**src/rtl/complement_unit_arbiter.sv**
```systemverilog
// Two-requester round-robin arbiter feeding a registered complement/pass unit.
// Fixed three-state sequence per transaction: IDLE -> EXEC -> DONE.
module complement_unit_arbiter #(
    parameter int NrOfBits = 8
) (
    input  logic                Clock,
    input  logic                Reset,
    input  logic                Req_0,
    input  logic                Req_1,
    input  logic [NrOfBits-1:0] Data_0,
    input  logic [NrOfBits-1:0] Data_1,
    input  logic                Invert_0,
    input  logic                Invert_1,
    input  logic                Ack,
    output logic                Grant_0,
    output logic                Grant_1,
    output logic [NrOfBits-1:0] Result,
    output logic                Valid,
    output logic                Owner,
    output logic                Busy,
    output logic [7:0]          Count
);

    typedef enum logic [1:0] {
        IDLE = 2'd0,
        EXEC = 2'd1,
        DONE = 2'd2
    } state_e;

    state_e              state_q;
    logic                ptr_q;
    logic                sel_q;
    logic                inv_q;
    logic [NrOfBits-1:0] op_q;
    logic [NrOfBits-1:0] result_q;
    logic                owner_q;
    logic                valid_q;
    logic                busy_q;
    logic                grant0_q;
    logic                grant1_q;
    logic [7:0]          count_q;

    logic                pick_d;
    logic                inv_d;
    logic [NrOfBits-1:0] op_d;

    // Contention goes to the pointer side; a lone request always wins.
    always_comb begin
        pick_d = (Req_0 && Req_1) ? ptr_q : Req_1;
        op_d   = pick_d ? Data_1 : Data_0;
        inv_d  = pick_d ? Invert_1 : Invert_0;
    end

    always_ff @(posedge Clock or posedge Reset) begin
        if (Reset) begin
            state_q  <= IDLE;
            ptr_q    <= 1'b0;
            sel_q    <= 1'b0;
            inv_q    <= 1'b0;
            op_q     <= '0;
            result_q <= '0;
            owner_q  <= 1'b0;
            valid_q  <= 1'b0;
            busy_q   <= 1'b0;
            grant0_q <= 1'b0;
            grant1_q <= 1'b0;
            count_q  <= 8'd0;
        end else begin
            unique case (state_q)
                IDLE: begin
                    if (Req_0 || Req_1) begin
                        state_q  <= EXEC;
                        sel_q    <= pick_d;
                        op_q     <= op_d;
                        inv_q    <= inv_d;
                        grant0_q <= ~pick_d;
                        grant1_q <= pick_d;
                        busy_q   <= 1'b1;
                    end
                end
                EXEC: begin
                    state_q  <= DONE;
                    result_q <= inv_q ? ~op_q : op_q;
                    owner_q  <= sel_q;
                    valid_q  <= 1'b1;
                    grant0_q <= 1'b0;
                    grant1_q <= 1'b0;
                end
                DONE: begin
                    if (Ack) begin
                        state_q <= IDLE;
                        valid_q <= 1'b0;
                        busy_q  <= 1'b0;
                        count_q <= count_q + 8'd1;
                        ptr_q   <= ~owner_q;
                    end
                end
                default: begin
                    state_q  <= IDLE;
                    valid_q  <= 1'b0;
                    busy_q   <= 1'b0;
                    grant0_q <= 1'b0;
                    grant1_q <= 1'b0;
                end
            endcase
        end
    end

    assign Grant_0 = grant0_q;
    assign Grant_1 = grant1_q;
    assign Result  = result_q;
    assign Valid   = valid_q;
    assign Owner   = owner_q;
    assign Busy    = busy_q;
    assign Count   = count_q;

endmodule
```
**config.mk**
```make
export PLATFORM = sky130hd
export DESIGN_NAME = complement_unit_arbiter
export DESIGN_NICKNAME = d
export VERILOG_FILES = /design/src/rtl/complement_unit_arbiter.sv
export SDC_FILE = /design/constraint.sdc
export NUM_CORES = 1
export LEC_CHECK = 0
export ABC_AREA = 1
export ABC_CLOCK_PERIOD_IN_PS = 1270
export CAP_MARGIN = 20
export CORE_MARGIN = 10
export CORE_UTILIZATION = 30
export DETAILED_ROUTE_END_ITERATION = 6
export SLEW_MARGIN = 15
export SYNTH_ARGS = -nofsm -noshare
export SYNTH_HDL_FRONTEND = slang
export SYNTH_SLANG_ARGS = --single-unit
```
**constraint.sdc**
```tcl
create_clock -name Clock -period 1.27 [get_ports Clock]
set_input_delay 0.254 -clock Clock [delete_from_list [all_inputs] [get_ports Clock]]
set_output_delay 0.254 -clock Clock [all_outputs]
set_load 0.02 [all_outputs]
```
==> results.cfg, run 1 <==
[routing]
antenna_left = 0
wl_per_cell_um = 11.8
viasPerCell = 4.19
wirelength_mm = 3.60
num_vias = 1274
post-route-drc-count = 0
drt_iter0_markers = 20
firstDrtPassIters = 4

[critical_path]
cp_slowest_cell = dfrtp_1
endpoint_kind = primary output
crit_buf_inv = 1
critPathLaunchType = register
r2r_setup_slack_ns = 0.09
reg2reg_depth = 6
cp.arrival_ns = 0.98
path_delay_family = flip-flops
worstSetupPathType = reg2out
r2r_end = Count[6]$_DFFE_PP0P_
required_ns = 1.02
cpPeakStageDelay_ns = 0.40
crit_chain = clkdlybuf4s15_1
crit_fanout = 2
reg2reg_from = state_q[0]$_DFFE_PP0P_

[floorplanning]
ios = 44
rows = 25
die_h_um = 91.4
die_area_um2 = 8360
dieWidth_um = 91.4
core_um2 = 4850
start_util_pct = 31.6

[finish]
nNetsFinal = 260
fill_cells = 490
multi_input_area_um2 = 638
synthToLayoutAreaGrowth_pct = 50.6
n_antenna_cell = 0
final_core_util_pct = 47.5
drive_gt1_share_pct = 17.7
stdcell_count = 304
seq_area_um2 = 852

[place]
placed_cells = 293
place_congestion = 0.769
io_buffers = 43
hpwlAfterDp_mm = 2.68

[run]
cap_violations = 0

[clocking]
clock_path_buffers = 2
cts_tree = done
postCtsHoldBufs = 0
clk_latency_ns = 0.29
cts_root_buf = clkbuf_8
clock-sinks = 34
numCtsBuffers = 5
clk_pin_slew_ns = 0.08
htreeDepth = 2

[sta]
rsz0062_at_grt = true
fin_crit_ns = 1.24
fin_skew_ns = 0.00548
relSlewSlack_pct = 71.5
max_freq_mhz = 808
finalCritPeriodShare_pct = 97.4
hold_viol_final = 0
setup_tns_ns = 0
setup_viol = 0
worst_pin_slew_ns = 0.427
drv_slew = 0

[synth]
synth_common_cells = 61 x nand2_1, 34 x dfrtp_1, 15 x inv_1, 15 x nand3_1, 14 x o21ai_0
synth_flop_cell = dfrtp_1
syn_inst = 172
synth_edf_count = 0
synth_top_area_cell = dfrtp_1
yosys.cell_types.count = 19
avgSynthCellArea_um2 = 8.90
synth_warnings = 0
yosys.area.top_type_share_pct = 55.6
yosysMostFrequentCell = nand2_1
synthesis.nets = 196
synthesis.area_um2 = 1530
synth.area.top_cells = dfrtp_1 56%, nand2_1 15%, xnor2_1 5.2%
synth_seq_cells = 34
seq_area_frac_synth_pct = 55.6
synth-async-reset-ratio_pct = 100

[global_route]
grt_overflow = 0
track_usage_pct = 8.73
grt_pass1_wl_mm = 6.02
antenna_found_initial = 0
grt_max_degree = 35
grt_pass1_vias = 1346

[pwr]
p_int_mw = 3.25
pwr-share-clk_pct = 19.1
p_leak_nw = 1.08
switching_share_pct = 38.9
power.density_nw_per_um2 = 2310
seqPwrFrac_pct = 35.7
max-vdd-ir-drop_v = 0.000768
p_comb_share_pct = 45.2
p_switching_mw = 2.07

[status]
outcome = finished, final reports clean

[min_path]
min_path_type = in2async
==> routing by layer <==
layer  track usage (%)  up-vias  part of all wire, %
met5                 0        -                    0
met4              3.52        0                  1.6
met3              4.86        8                  8.3
met2              14.0       35                   46
met1              9.34      561                   44
li1                  -      670                    -
==> power by group through the flow <==
stage | clock [mW] | combinational [mW] | sequential (mW)
after floorplan | 0 | 1.12 | 2.18
after global placement | 0 | 2.44 | 1.90
after detailed placement | 0 | 2.47 | 1.91
after CTS | 1.05 | 2.31 | 1.89
after global routing | 1.08 | 2.72 | 1.97
final | 1.01 | 2.41 | 1.90
==> stage by stage <==
stage | power [mW] | area (um2) | worst slack, ns | hold slack [ns]
finish | 5.32 | 2300 | 0.0328 | 0.306
global route | 5.77 | 2300 | -0.00874 | 0.347
CTS | 5.25 | 2250 | 0.00252 | 0.307
detailed placement | 4.38 | 2160 | -0.264 | 0.464
global placement | 4.33 | 2160 | -0.208 | 0.460
floorplan | 3.29 | 1530 | 0.0495 | 0.374
==> state kept, by name, indices dropped and copies added (netlist names) <==
name and flops:
Grant_1 1, Owner 1, Grant_0 1, op_q 8
Count 8, Result 8, ptr_q 1, inv_q 1
sel_q 1, state_q 2, Valid 1, Busy 1
==> repair_timing <==
action	CTS	global route
setup buffers	0	1
cloned	0	2
setup endpoints to repair	21	27
pin swaps	0	1
resized for setup	27	29
==> cell families after synthesis <==
family | synth area share, %
adders and majority gates | 0.818
xor gates and xnor gates | 6.87
DFF | 55.6
and+or+nand+nor | 25.5
AOI/OAI and AO/OA | 5.56
buffers and inverters | 5.64
==> how the worst max path moves through the flow <==
stage	from	endpoint	slack [ns]	depth (start not counted)
floorplan	Count[1]$_DFFE_PP0P_	Count[6]$_DFFE_PP0P_	0.05	6
global placement	Req_0	op_q[0]$_DFFE_PP0P_	-0.21	7
detailed placement	Req_1	sel_q$_DFFE_PP0P_	-0.26	5
CTS	Result[2]$_DFFE_PP0P_	Result[2]	0.003	1
global route	state_q[0]$_DFFE_PP0P_	Count[6]$_DFFE_PP0P_	-0.009	6
finish	Result[5]$_DFFE_PP0P_	Result[5]	0.03	1
==> cells in the final DEF, fill, tap and decap left out <==
master            n
xnor2_1           9
clkdlybuf4s50_1  21
clkbuf_8          5
dfrtp_1          33
nand4_1           2
buf_4            14
o21ai_0          12
nand3_1          15
ha_4              1
nand2_2           1
o22ai_1           1
dfrtp_2           1
nor2_4            4
nand3_2           1
bufinv_16         1
nor2_2            3
clkbuf_2          4
xor2_1            3
clkdlybuf4s15_1  16
inv_2             2
nand2_1          60
nand3b_1          1
nor2_1            4
clkinvlp_4        2
buf_12            2
dlymetal6s2s_1    1
inv_1            14
o21ai_1           2
o21ai_4           1
dlygate4sd2_1     1
==> area by class of cell <==
type	instances	share of cell area, %
flip-flops and latches	34	37.0
multi-input cells	120	27.7
repair buffers	59	24.2
well taps	67	3.64
clock buffers	5	2.99
inverters	16	2.61
clock inverters	3	1.95
No activity file was read; power rests on OpenSTA's default activity.
==> run 2: changes to the inputs <==
- CORE_ASPECT_RATIO: default -> 0.8
- CORE_UTILIZATION: 30 -> 40
- PLACE_DENSITY: default -> 0.69
- SETUP_SLACK_MARGIN: default -> 0.02
==> results.cfg, run 2 (same netlist as run 1, synthesis figures left out) <==
[finish]
n_antenna_cell = 0
fill_cells = 359
layout_commonest_cell = nand2_1
nNetsFinal = 259
drive_gt1_share_pct = 20.0
stdcell_count = 279
synthToLayoutAreaGrowth_pct = 44.0
final_cell_mix = 60 x nand2_1, 33 x dfrtp_1, 20 x clkdlybuf4s50_1

[critical_path]
reg2reg_depth = 5
r2r_end = op_q[4]$_DFFE_PP0P_
required_ns = 1.02
crit_fanout = 2
endpoint_kind = primary output
cp.arrival_ns = 0.95
r2r_setup_slack_ns = 0.09
critPathLaunchType = register
crit_chain = clkdlybuf4s15_1
reg2reg_from = state_q[1]$_DFFE_PP0P_
path_delay_family = flip-flops
crit_buf_inv = 1
cp_slowest_cell = dfrtp_1
cpPeakStageDelay_ns = 0.38
worstSetupPathType = reg2out

[clocking]
cts_setup_buffers = 0
clk_latency_ns = 0.28
clock-sinks = 34
cts_root_buf = clkbuf_8
numCtsBuffers = 5
clk_pin_slew_ns = 0.06
clock_path_buffers = 2
cts_tree = done
postCtsHoldBufs = 0
htreeDepth = 2

[floorplanning]
die_area_um2 = 6710
start_util_pct = 40.8
ios = 44
dieWidth_um = 89.2
core_um2 = 3750
die_h_um = 75.3
rows = 20

[routing]
antenna_left = 0
wirelength_mm = 3.49
viasPerCell = 4.54
wl_per_cell_um = 12.5
num_vias = 1267
firstDrtPassIters = 4
drt_iter0_markers = 42
post-route-drc-count = 0

[pwr]
max-vdd-ir-drop_v = 0.00107
p_leak_nw = 1.07
power.density_nw_per_um2 = 2250

[min_path]
min_path_type = in2async

[sta]
fin_crit_ns = 1.20
worst_pin_slew_ns = 0.421
drv_slew = 0
rsz0062_at_grt = true
setup_tns_ns = 0
max_freq_mhz = 831
hold_viol_final = 0
finalCritPeriodShare_pct = 94.7
relSlewSlack_pct = 71.9
fin_skew_ns = 0.00208
setup_viol = 0

[global_route]
grt_overflow = 0
grt_max_degree = 35
grt_pass1_wl_mm = 5.62
grt_pass1_vias = 1296
antenna_found_initial = 0
track_usage_pct = 10.8

[place]
place_congestion = 0.765
hpwlAfterDp_mm = 2.64
io_buffers = 43
placed_cells = 270

[run]
cap_violations = 0

[status]
outcome = finished, final reports clean
run 2: metrics by stage:
step	setup WS (ns)	power, mW	utilization (%)	area [um2]	hold slack [ns]
6_report	0.0670	4.97	58.7	2200	0.320
5_1_grt	-0.00377	5.39	58.7	2200	0.335
4_1_cts	0.00259	4.94	58.2	2180	0.325
3_5_place_dp	-0.240	4.37	56.7	2130	0.469
3_3_place_gp	-0.232	4.30	56.7	2130	0.468
2_1_floorplan	0.0495	3.29	-	1530	0.374
run 2: per-layer routing:
layer | track usage [%] | vias to the layer above | wire length, um
met4 | 2.29 | 0 | 37
met3 | 6.84 | 6 | 313
li1 | - | 668 | -
met5 | 0 | - | 0
met1 | 12.2 | 552 | 1630
met2 | 16.8 | 41 | 1510
run 2: worst min-delay path, delay by kind of cell:
kind                   cells  cell delay, ns
buffers and inverters      3            0.70
run 2: worst max-delay path by stage:
stage                      startpoint                    to  depth (start not counted)
2_1_floorplan    Count[1]$_DFFE_PP0P_  Count[6]$_DFFE_PP0P_                          6
3_3_place_gp                    Req_1     inv_q$_DFFE_PP0P_                          7
3_5_place_dp                    Req_1     inv_q$_DFFE_PP0P_                          7
4_1_cts             Owner$_DFFE_PP0P_                 Owner                          1
5_1_grt        state_q[1]$_DFFE_PP0P_   op_q[0]$_DFFE_PP0P_                          5
6_report            Valid$_DFFE_PP0P_                 Valid                          1
run 2: final cells by class:
type / count / area [um2] / share of cell area, %
flip-flops and latches: 34 / 852 / 38.7
well taps: 44 / 55.1 / 2.50
inverters: 16 / 60.1 / 2.73
clock buffers: 7 / 76.3 / 3.46
repair buffers: 58 / 522 / 23.7
multi-input cells: 120 / 638 / 29.0
run 2: power by group:
group | switching, mW | internal (mW) | total, mW
logic | 1.30 | 1.04 | 2.34
clock network | 0.346 | 0.377 | 0.722
registers | 0.347 | 1.56 | 1.91
total | 2.00 | 2.97 | 4.97
run 2: repair_timing:
item,in CTS,in global routing
setup endpoints to repair,21,33
cloned,0,2
pin swaps,0,4
gates resized for setup,27,39
==> run 3: changes to the inputs <==
- CORE_ASPECT_RATIO: 0.8 -> default
==> results.cfg, run 3 (same netlist as run 1, synthesis figures left out) <==
[critical_path]
crit_fanout = 2
cpPeakStageDelay_ns = 0.39
cp.arrival_ns = 0.96
critPathLaunchType = register
endpoint_kind = primary output
worstSetupPathType = reg2out
required_ns = 1.02
cp_slowest_cell = dfrtp_1
crit_chain = clkdlybuf4s15_1
path_delay_family = flip-flops
crit_buf_inv = 1

[routing]
wl_per_cell_um = 11.9
drt_iter0_markers = 55
firstDrtPassIters = 4
antenna_left = 0
num_vias = 1295
wirelength_mm = 3.41
post-route-drc-count = 0
viasPerCell = 4.53

[clocking]
clock-sinks = 34
cts_root_buf = clkbuf_8
numCtsBuffers = 5
clk_pin_slew_ns = 0.07
postCtsHoldBufs = 0
clk_latency_ns = 0.28
htreeDepth = 2
cts_tree = done
clock_path_buffers = 2

[pwr]
max-vdd-ir-drop_v = 0.000947
p_leak_nw = 1.10
power.density_nw_per_um2 = 2290

[global_route]
track_usage_pct = 10.7
grt_overflow = 0
grt_pass1_vias = 1271
grt_pass1_wl_mm = 5.67
grt_max_degree = 35
antenna_found_initial = 0

[floorplanning]
die_h_um = 81.9
core_um2 = 3690
rows = 22
ios = 44
dieWidth_um = 81.9
die_area_um2 = 6700
start_util_pct = 41.5

[run]
cap_violations = 0

[status]
outcome = finished, final reports clean

[finish]
final_cell_mix = 60 x nand2_1, 33 x dfrtp_1, 20 x clkdlybuf4s50_1
nNetsFinal = 261
n_antenna_cell = 0
drive_gt1_share_pct = 20.6
synthToLayoutAreaGrowth_pct = 48.4
layout_commonest_cell = nand2_1
stdcell_count = 286

[sta]
worst_pin_slew_ns = 0.426
hold_viol_final = 0
max_freq_mhz = 822
fin_skew_ns = 0.00615
drv_slew = 0
finalCritPeriodShare_pct = 95.8
fin_crit_ns = 1.22
whs_ns = 0.324
relSlewSlack_pct = 71.6
rsz0062_at_grt = true
setup_viol = 0

[min_path]
min_path_type = in2async

[place]
place_congestion = 0.743
hpwlAfterDp_mm = 2.51
io_buffers = 43
placed_cells = 275
-- run 3: power breakdown --
group          leakage (nW)  internal, mW  switching, mW  total [mW]
clock                0.0575         0.547          0.375       0.922
sequential            0.427          1.56          0.353        1.91
combinational         0.617          1.08           1.30        2.38
-- run 3: per-stage QoR --
stage	utilization [%]	worst slack, ns	power, mW	TNS (ns)	instance area [um2]
5_1_grt	61.6	-0.0265	5.66	-0.0660	2270
3_3_place_gp	57.7	-0.210	4.26	-2.81	2130
4_1_cts	60.2	0.00173	5.07	0	2220
3_5_place_dp	57.7	-0.223	4.30	-2.99	2130
6_report	61.6	0.0531	5.21	0	2270
2_1_floorplan	-	0.0495	3.29	0	1530
-- run 3: area by class of cell --
type | count | area [um2]
clock buffers | 8 | 110
fillers | 344 | 1420
inverters | 16 | 60.1
multi-input cells | 120 | 648
flip-flops and latches | 34 | 852
well taps | 48 | 60.1
repair buffers | 60 | 541
-- run 3: per-layer routing --
metal / vias up / track usage (%) / wire (um)
li1: 674 / - / -
met1: 577 / 12.9 / 1550
met2: 42 / 16.4 / 1550
met3: 2 / 4.91 / 282
met4: 0 / 4.08 / 24
met5: - / 0 / 0
-- run 3: path summary, 6_finish.rpt --
check / from / endpoint / slack [ns] / depth (start not counted)
worst min register to register: Busy$_DFFE_PP0P_ / Busy$_DFFE_PP0P_ / 0.47 / 2
worst max-delay path: Result[1]$_DFFE_PP0P_ / Result[1] / 0.05 / 1
worst min-delay path: Reset / Result[6]$_DFFE_PP0P_ / 0.32 / 3
worst max register to register: state_q[0]$_DFFE_PP0P_ / Count[6]$_DFFE_PP0P_ / 0.09 / 6
min in group Clock: Busy$_DFFE_PP0P_ / Busy$_DFFE_PP0P_ / 0.47 / 2
max in group asynchronous: Reset / state_q[1]$_DFFE_PP0P_ / 0.75 / 3
-- run 3: repair_timing --
action	in CTS	in global routing
gates cloned	0	2
gates resized for setup	29	43
endpoints found under the setup margin	21	33
buffers inserted	0	1
pin swaps	0	5
